$ cat src/rtl/multicycle_control.sv
// Multi-cycle MIPS main controller.
// Steps each instruction through FETCH/DECODE/execute/writeback states and
// drives the datapath mux selects and write enables from the current state.
// Memory states (FETCH, MEMRD, MEMWR) stretch by MEM_WAIT extra cycles.
module multicycle_control #(
  parameter int OPW      = 6,
  parameter int ALUOPW   = 2,
  parameter int MEM_WAIT = 0
) (
  input  logic              clk,
  input  logic              reset,
  input  logic [OPW-1:0]    opcode,
  input  logic              zero,
  output logic              pc_en,
  output logic              ir_write,
  output logic              iord,
  output logic              mem_write,
  output logic              reg_write,
  output logic              reg_dst,
  output logic              mem_to_reg,
  output logic              alu_src_a,
  output logic [1:0]        alu_src_b,
  output logic [ALUOPW-1:0] alu_op,
  output logic [1:0]        pc_src,
  output logic [3:0]        state,
  output logic              instr_done,
  output logic              illegal
);

  typedef enum logic [3:0] {
    S_FETCH  = 4'd0,
    S_DECODE = 4'd1,
    S_MEMADR = 4'd2,
    S_MEMRD  = 4'd3,
    S_MEMWB  = 4'd4,
    S_MEMWR  = 4'd5,
    S_EXEC   = 4'd6,
    S_ALUWB  = 4'd7,
    S_BEQ    = 4'd8,
    S_BNE    = 4'd9,
    S_IMMEX  = 4'd10,
    S_LUIEX  = 4'd11,
    S_IMMWB  = 4'd12,
    S_JUMP   = 4'd13
  } state_t;

  localparam logic [OPW-1:0] OP_LW   = OPW'(6'b100011);
  localparam logic [OPW-1:0] OP_SW   = OPW'(6'b101011);
  localparam logic [OPW-1:0] OP_R    = OPW'(6'b000000);
  localparam logic [OPW-1:0] OP_BEQ  = OPW'(6'b000100);
  localparam logic [OPW-1:0] OP_BNE  = OPW'(6'b000101);
  localparam logic [OPW-1:0] OP_ADDI = OPW'(6'b001000);
  localparam logic [OPW-1:0] OP_LUI  = OPW'(6'b001111);
  localparam logic [OPW-1:0] OP_J    = OPW'(6'b000010);

  localparam logic [ALUOPW-1:0] ALU_FUNCT = '0;
  localparam logic [ALUOPW-1:0] ALU_SUB   = ALUOPW'(1);
  localparam logic [ALUOPW-1:0] ALU_ADD   = ALUOPW'(2);
  localparam logic [ALUOPW-1:0] ALU_LUI   = ALUOPW'(3);

  localparam logic [3:0] WAIT_MAX = 4'(MEM_WAIT);

  state_t     r_state;
  logic [3:0] r_wcnt;
  logic       r_is_sw;
  logic       w_wait_done;
  state_t     w_view;

  assign w_wait_done = (r_wcnt == WAIT_MAX);
  assign state       = r_state;

  // State sequencing and memory wait counter; the wait counter is zero on entry to every state.
  always_ff @(posedge clk) begin
    if (reset) begin
      r_state <= S_FETCH;
      r_wcnt  <= '0;
      r_is_sw <= 1'b0;
    end else begin
      r_wcnt <= '0;
      case (r_state)
        S_FETCH: begin
          if (w_wait_done) r_state <= S_DECODE;
          else             r_wcnt  <= r_wcnt + 4'd1;
        end
        S_DECODE: begin
          case (opcode)
            OP_LW:   begin r_state <= S_MEMADR; r_is_sw <= 1'b0; end
            OP_SW:   begin r_state <= S_MEMADR; r_is_sw <= 1'b1; end
            OP_R:    r_state <= S_EXEC;
            OP_BEQ:  r_state <= S_BEQ;
            OP_BNE:  r_state <= S_BNE;
            OP_ADDI: r_state <= S_IMMEX;
            OP_LUI:  r_state <= S_LUIEX;
            OP_J:    r_state <= S_JUMP;
            default: r_state <= S_FETCH;
          endcase
        end
        S_MEMADR: r_state <= r_is_sw ? S_MEMWR : S_MEMRD;
        S_MEMRD: begin
          if (w_wait_done) r_state <= S_MEMWB;
          else             r_wcnt  <= r_wcnt + 4'd1;
        end
        S_MEMWR: begin
          if (w_wait_done) r_state <= S_FETCH;
          else             r_wcnt  <= r_wcnt + 4'd1;
        end
        S_EXEC:  r_state <= S_ALUWB;
        S_IMMEX: r_state <= S_IMMWB;
        S_LUIEX: r_state <= S_IMMWB;
        default: r_state <= S_FETCH;
      endcase
    end
  end

  // While reset is high the outputs decode as FETCH, then every write enable and strobe is masked.
  assign w_view = reset ? S_FETCH : r_state;

  // Datapath control decode from the current state, wait counter and zero flag.
  always_comb begin
    pc_en      = 1'b0;
    ir_write   = 1'b0;
    iord       = 1'b0;
    mem_write  = 1'b0;
    reg_write  = 1'b0;
    reg_dst    = 1'b0;
    mem_to_reg = 1'b0;
    alu_src_a  = 1'b0;
    alu_src_b  = 2'b00;
    alu_op     = ALU_FUNCT;
    pc_src     = 2'b00;
    instr_done = 1'b0;
    illegal    = 1'b0;
    case (w_view)
      S_FETCH: begin
        alu_src_b = 2'b01;
        alu_op    = ALU_ADD;
        ir_write  = w_wait_done;
        pc_en     = w_wait_done;
      end
      S_DECODE: begin
        alu_src_b = 2'b11;
        alu_op    = ALU_ADD;
        case (opcode)
          OP_LW, OP_SW, OP_R, OP_BEQ, OP_BNE, OP_ADDI, OP_LUI, OP_J: illegal = 1'b0;
          default: illegal = 1'b1;
        endcase
      end
      S_MEMADR: begin
        alu_src_a = 1'b1;
        alu_src_b = 2'b10;
        alu_op    = ALU_ADD;
      end
      S_MEMRD: iord = 1'b1;
      S_MEMWB: begin
        mem_to_reg = 1'b1;
        reg_write  = 1'b1;
        instr_done = 1'b1;
      end
      S_MEMWR: begin
        iord       = 1'b1;
        mem_write  = 1'b1;
        instr_done = w_wait_done;
      end
      S_EXEC: alu_src_a = 1'b1;
      S_ALUWB: begin
        reg_dst    = 1'b1;
        reg_write  = 1'b1;
        instr_done = 1'b1;
      end
      S_BEQ, S_BNE: begin
        alu_src_a  = 1'b1;
        alu_op     = ALU_SUB;
        pc_src     = 2'b01;
        pc_en      = (w_view == S_BEQ) ? zero : ~zero;
        instr_done = 1'b1;
      end
      S_IMMEX: begin
        alu_src_a = 1'b1;
        alu_src_b = 2'b10;
        alu_op    = ALU_ADD;
      end
      S_LUIEX: begin
        alu_src_a = 1'b1;
        alu_src_b = 2'b10;
        alu_op    = ALU_LUI;
      end
      S_IMMWB: begin
        reg_write  = 1'b1;
        instr_done = 1'b1;
      end
      S_JUMP: begin
        pc_src     = 2'b10;
        pc_en      = 1'b1;
        instr_done = 1'b1;
      end
      default: ;
    endcase
    if (reset) begin
      pc_en      = 1'b0;
      ir_write   = 1'b0;
      mem_write  = 1'b0;
      reg_write  = 1'b0;
      instr_done = 1'b0;
      illegal    = 1'b0;
    end
  end

endmodule
$ cat config.mk
export PLATFORM = sky130hd
export DESIGN_NAME = multicycle_control
export DESIGN_NICKNAME = d
export VERILOG_FILES = /design/src/rtl/multicycle_control.sv
export SDC_FILE = /design/constraint.sdc
export NUM_CORES = 1
export LEC_CHECK = 0
export CORE_MARGIN = 2
export CORE_UTILIZATION = 50
export DETAILED_ROUTE_END_ITERATION = 12
export DONT_BUFFER_PORTS = 1
export PLACE_DENSITY = 0.7
export RECOVER_POWER = 25
export SKIP_LAST_GASP = 1
export SYNTH_ARGS = -nofsm -noshare
export SYNTH_HDL_FRONTEND = slang
export SYNTH_SLANG_ARGS = --single-unit
$ cat constraint.sdc
create_clock -name clk -period 2.3 [get_ports clk]
set_clock_uncertainty 0.15 [all_clocks]
set_input_delay 0.115 -clock clk [delete_from_list [all_inputs] [get_ports clk]]
set_output_delay 0.115 -clock clk [all_outputs]
set_load 0.01 [all_outputs]
==> flow_summary.toml <==
[global_routing]
grt_pass1_vias = 879
grt_max_degree = 20
global_route.overflow_total = 0
grt_first_pass_wirelength_mm = 3.75
grtUsageTotal_pct = 23.1
antenna_found_initial = 0

[drt]
highest_layer = "met4"
first_pass_iters = 4
route.layer.met1.wl_um = 910
avgViaCountPerCell = 6.17
drc = 0
sum_of_met2_wire_segment_lengths_after_detailed_routing_mm = 1.11
route.antenna.remaining_nets = 0
routedWlPerCell_um = 14.3
drtIter0Drc = 16
routed-via-count = 950
routed_wl_mm = 2.20
detailroute.wirelength.met3_um = 136

[floorplan]
rows = 15
placeableCoreArea_sq_mm = 0.00173
chip_height_um = 46.9
floorplan.initialDensity_pct = 53.3
dieArea_sq_mm = 0.00220
boundaryPins = 29
fp.dieW_um = 46.9

[synthesis]
synth-compound-area-share_pct = 23.8
post_synth_inst_count = 128
netlist_area_sq_um = 921
synth_top_cells_by_area = "sky130_fd_sc_hd__dfxtp_1 (20%), sky130_fd_sc_hd__a21oi_1 (6.0%), sky130_fd_sc_hd__nand2b_1 (5.4%)"
synth_top_area_share_pct = 19.6
synth_simple_gate_area_share_pct = 39.8
ys_async_sr_fraction_pct = 0
synth_sequential_area_ratio_pct = 19.6
post-synth-top-count-cell = "sky130_fd_sc_hd__a21oi_1"
number_of_enable_type_register_cells_in_the_synthesized_netlist = 0
muxShareOfSynthArea_pct = 1.09
synth_area_leader_cell = "sky130_fd_sc_hd__dfxtp_1"
synth_fp_nets = 139
ys_ff_latch = 9
synth_cell_type_count = 45
yosys_warnings = 0
post_synth_fa_ha_maj_area_fraction_pct = 2.72
synth_flop_cell = "sky130_fd_sc_hd__dfxtp_1"
post_synth.cell_area_avg_sq_um = 7.19
largest_family_of_logic_cells_by_synthesized_area = "simple AND/OR/NAND/NOR gates"
synth_top_cells_by_count = "sky130_fd_sc_hd__a21oi_1 (11), sky130_fd_sc_hd__dfxtp_1 (9), sky130_fd_sc_hd__nor3_1 (9)"
synthXorXnorAreaFrac_pct = 4.76

[setup_path]
worstSetupPathType = "reg2out"
required_ns = 2.04
worst-path-stages = 6
worstReg2RegStart = "state[2]$_SDFFE_PP0P_"
critPathBufInv = 1
critical_path.slowest_cell = "sky130_fd_sc_hd__or3b_1"
critical_path.startpoint = "r_wcnt[0]$_SDFF_PP0_"
critical_path_peak_fanout = 8
cp_cell_sequence = "inv_1 -> ha_1 -> or3b_1 -> nand2b_1 -> a21oi_1 -> a211oi_1"
reg2reg_to = "state[2]$_SDFFE_PP0P_"
slowest_delay_ns = 0.47
reg_to_reg_slack_setup_ns = 0.41
critical_path_start_type = "flop"
timing.critical_path.to_type = "output port"
crit_end = "instr_done"
worst_r2r_path_depth = 4
critPathTopFamily = "simple AND/OR/NAND/NOR gates"
cp_data_arrival_time_ns = 1.85

[sta]
final-hold-violation-count = 0
maxClockFrequency_ghz = 0.472
setup_violations = 0
worst_pin_slew_ns = 0.615
rsz_0062_raised_after_global_routing = "no"
hold_slack_ns = 0.0213
final.min_clock_period_ns = 2.12
finalCritPeriodShare_pct = 92.1
timing.max_slew.rel_slack_pct = 59.0
setup_tns_final_ns = 0
worst_slack_ns = 0.181
timing.final.max_slew_violations = 0

[layout]
layout-area-overhead-vs-synth_pct = 7.61
num_antenna_cells = 0
fin_nets = 141
regArea_sq_um = 180
layout-drive-gt1-share_pct = 9.30
layout.core_utilization_pct = 57.4
fillCellCount = 187
multi_input_area_sq_um = 669

[power_and_ir_drop]
power.density_mw_per_mm2 = 388
power.leakage_nw = 0.363
power.ir.vdd_worst_mv = 0.209
power_mw = 0.384

[worst_hold_path]
hold_path.class = "in2reg"

[clock_network]
tritoncts_clock_tree = "done"
cts_max_level = 1
root_buffer = "sky130_fd_sc_hd__clkbuf_4"
clk_path_buf_depth = 2
clk_pin_slew_ns = 0.07
cts_made_buffers = 3
cts_sinks = 9
post_cts_buffers = 0
clock_latency_on_the_worst_skew_pair_ns = 0.26

[job]
maxCapViolations = 0

[placement]
buffer_ports.inserted = 0
place_ws_ns = 0.374
hpwl_mm = 1.62
place.gp.congestion = 0.780

[run_status]
run_status = "finished, final reports clean"
==> through the flow <==
step                area (sq um)  instances
detailed placement           936        147
global placement             936        147
finish                       991        154
global route                 991        154
CTS                          992        154
floorplan                    921        128
==> worst register-to-register path, delay by kind of cell (launching register included) <==
kind,cells,cell delay [ns]
flip-flops,1,0.71
AND/OR/NAND/NOR,2,0.43
AO/OA/AOI/OAI,2,0.49
==> cell usage in the layout (no fill, tap or decap), types with 2 or more instances in the layout <==
| cell | count |
|---|---|
| sky130_fd_sc_hd__a22o_1 | 2 |
| sky130_fd_sc_hd__buf_4 | 3 |
| sky130_fd_sc_hd__a211oi_1 | 3 |
| sky130_fd_sc_hd__nor2b_1 | 4 |
| sky130_fd_sc_hd__nor3_1 | 9 |
| sky130_fd_sc_hd__dfxtp_1 | 9 |
| sky130_fd_sc_hd__nand2b_1 | 8 |
| sky130_fd_sc_hd__or2_1 | 3 |
| sky130_fd_sc_hd__o21ai_0 | 3 |
| sky130_fd_sc_hd__or4_1 | 2 |
| sky130_fd_sc_hd__xor2_1 | 2 |
| sky130_fd_sc_hd__clkbuf_4 | 3 |
| sky130_fd_sc_hd__or3_1 | 3 |
| sky130_fd_sc_hd__a21oi_1 | 11 |
| sky130_fd_sc_hd__inv_1 | 5 |
| sky130_fd_sc_hd__nand3_1 | 3 |
| sky130_fd_sc_hd__nand3b_1 | 2 |
| sky130_fd_sc_hd__ha_1 | 2 |
| sky130_fd_sc_hd__and2_1 | 2 |
| sky130_fd_sc_hd__dlygate4sd3_1 | 3 |
| sky130_fd_sc_hd__clkbuf_1 | 2 |
| sky130_fd_sc_hd__xnor2_1 | 3 |
| sky130_fd_sc_hd__o211ai_1 | 3 |
| sky130_fd_sc_hd__nor2_1 | 8 |
| sky130_fd_sc_hd__o22ai_1 | 2 |
| sky130_fd_sc_hd__o211a_1 | 2 |
| sky130_fd_sc_hd__nor3b_1 | 2 |
| sky130_fd_sc_hd__nand2_1 | 5 |
| sky130_fd_sc_hd__nor4_1 | 3 |
==> layout make-up <==
cell class                 instances  share of cell area, %
multi-input combinational        102                   67.6
sequential                         9                   18.2
timing repair buffer               8                   6.19
tap                               25                   3.16
clock buffer                       4                   2.65
inverter                           6                   2.27
==> logic make-up after synthesis <==
kind of cell    after synthesis
flops                         9
xor+xnor                      5
compound gates               33
mux                           1
simple gates                 61
fa+ha+maj                     2
buf+inv                      17
==> repair_timing <==
action | CTS | global route
gates resized for setup | 0 | 1
hold buffers | 3 | 0
hold endpoints to repair | 3 | 0
setup endpoints to repair | 0 | 1
==> registers in the layout (all words and copies together) (netlist names) <==
signal and flops:
state 4, r_wcnt 4, r_is_sw 1
==> routing by layer <==
layer	GRT usage (%)	up-vias
met4	7.22	0
met5	0	-
met1	28.3	448
met3	6.54	10
li1	-	463
met2	39.2	29
==> power breakdown <==
group          switching [mW]  internal, mW  leakage (nW)
sequential            0.00850         0.159        0.0728
clock                  0.0572        0.0668        0.0150
combinational          0.0519        0.0409         0.275
total                   0.118         0.267         0.363
==> worst min-delay path by stage <==
stage | start | slack (ns) | cells after the start | endpoint
5_1_grt | opcode[5] | 0.02 | 3 | state[1]$_SDFFE_PP0P_
3_5_place_dp | reset | 0.04 | 1 | r_is_sw$_SDFFE_PP0P_
6_report | opcode[5] | 0.02 | 3 | state[1]$_SDFFE_PP0P_
2_1_floorplan | reset | 0.14 | 1 | pc_src[0]
4_1_cts | opcode[5] | 0.03 | 3 | state[1]$_SDFFE_PP0P_
3_3_place_gp | reset | 0.04 | 1 | r_is_sw$_SDFFE_PP0P_
No activity file was read; power rests on OpenSTA's default activity.
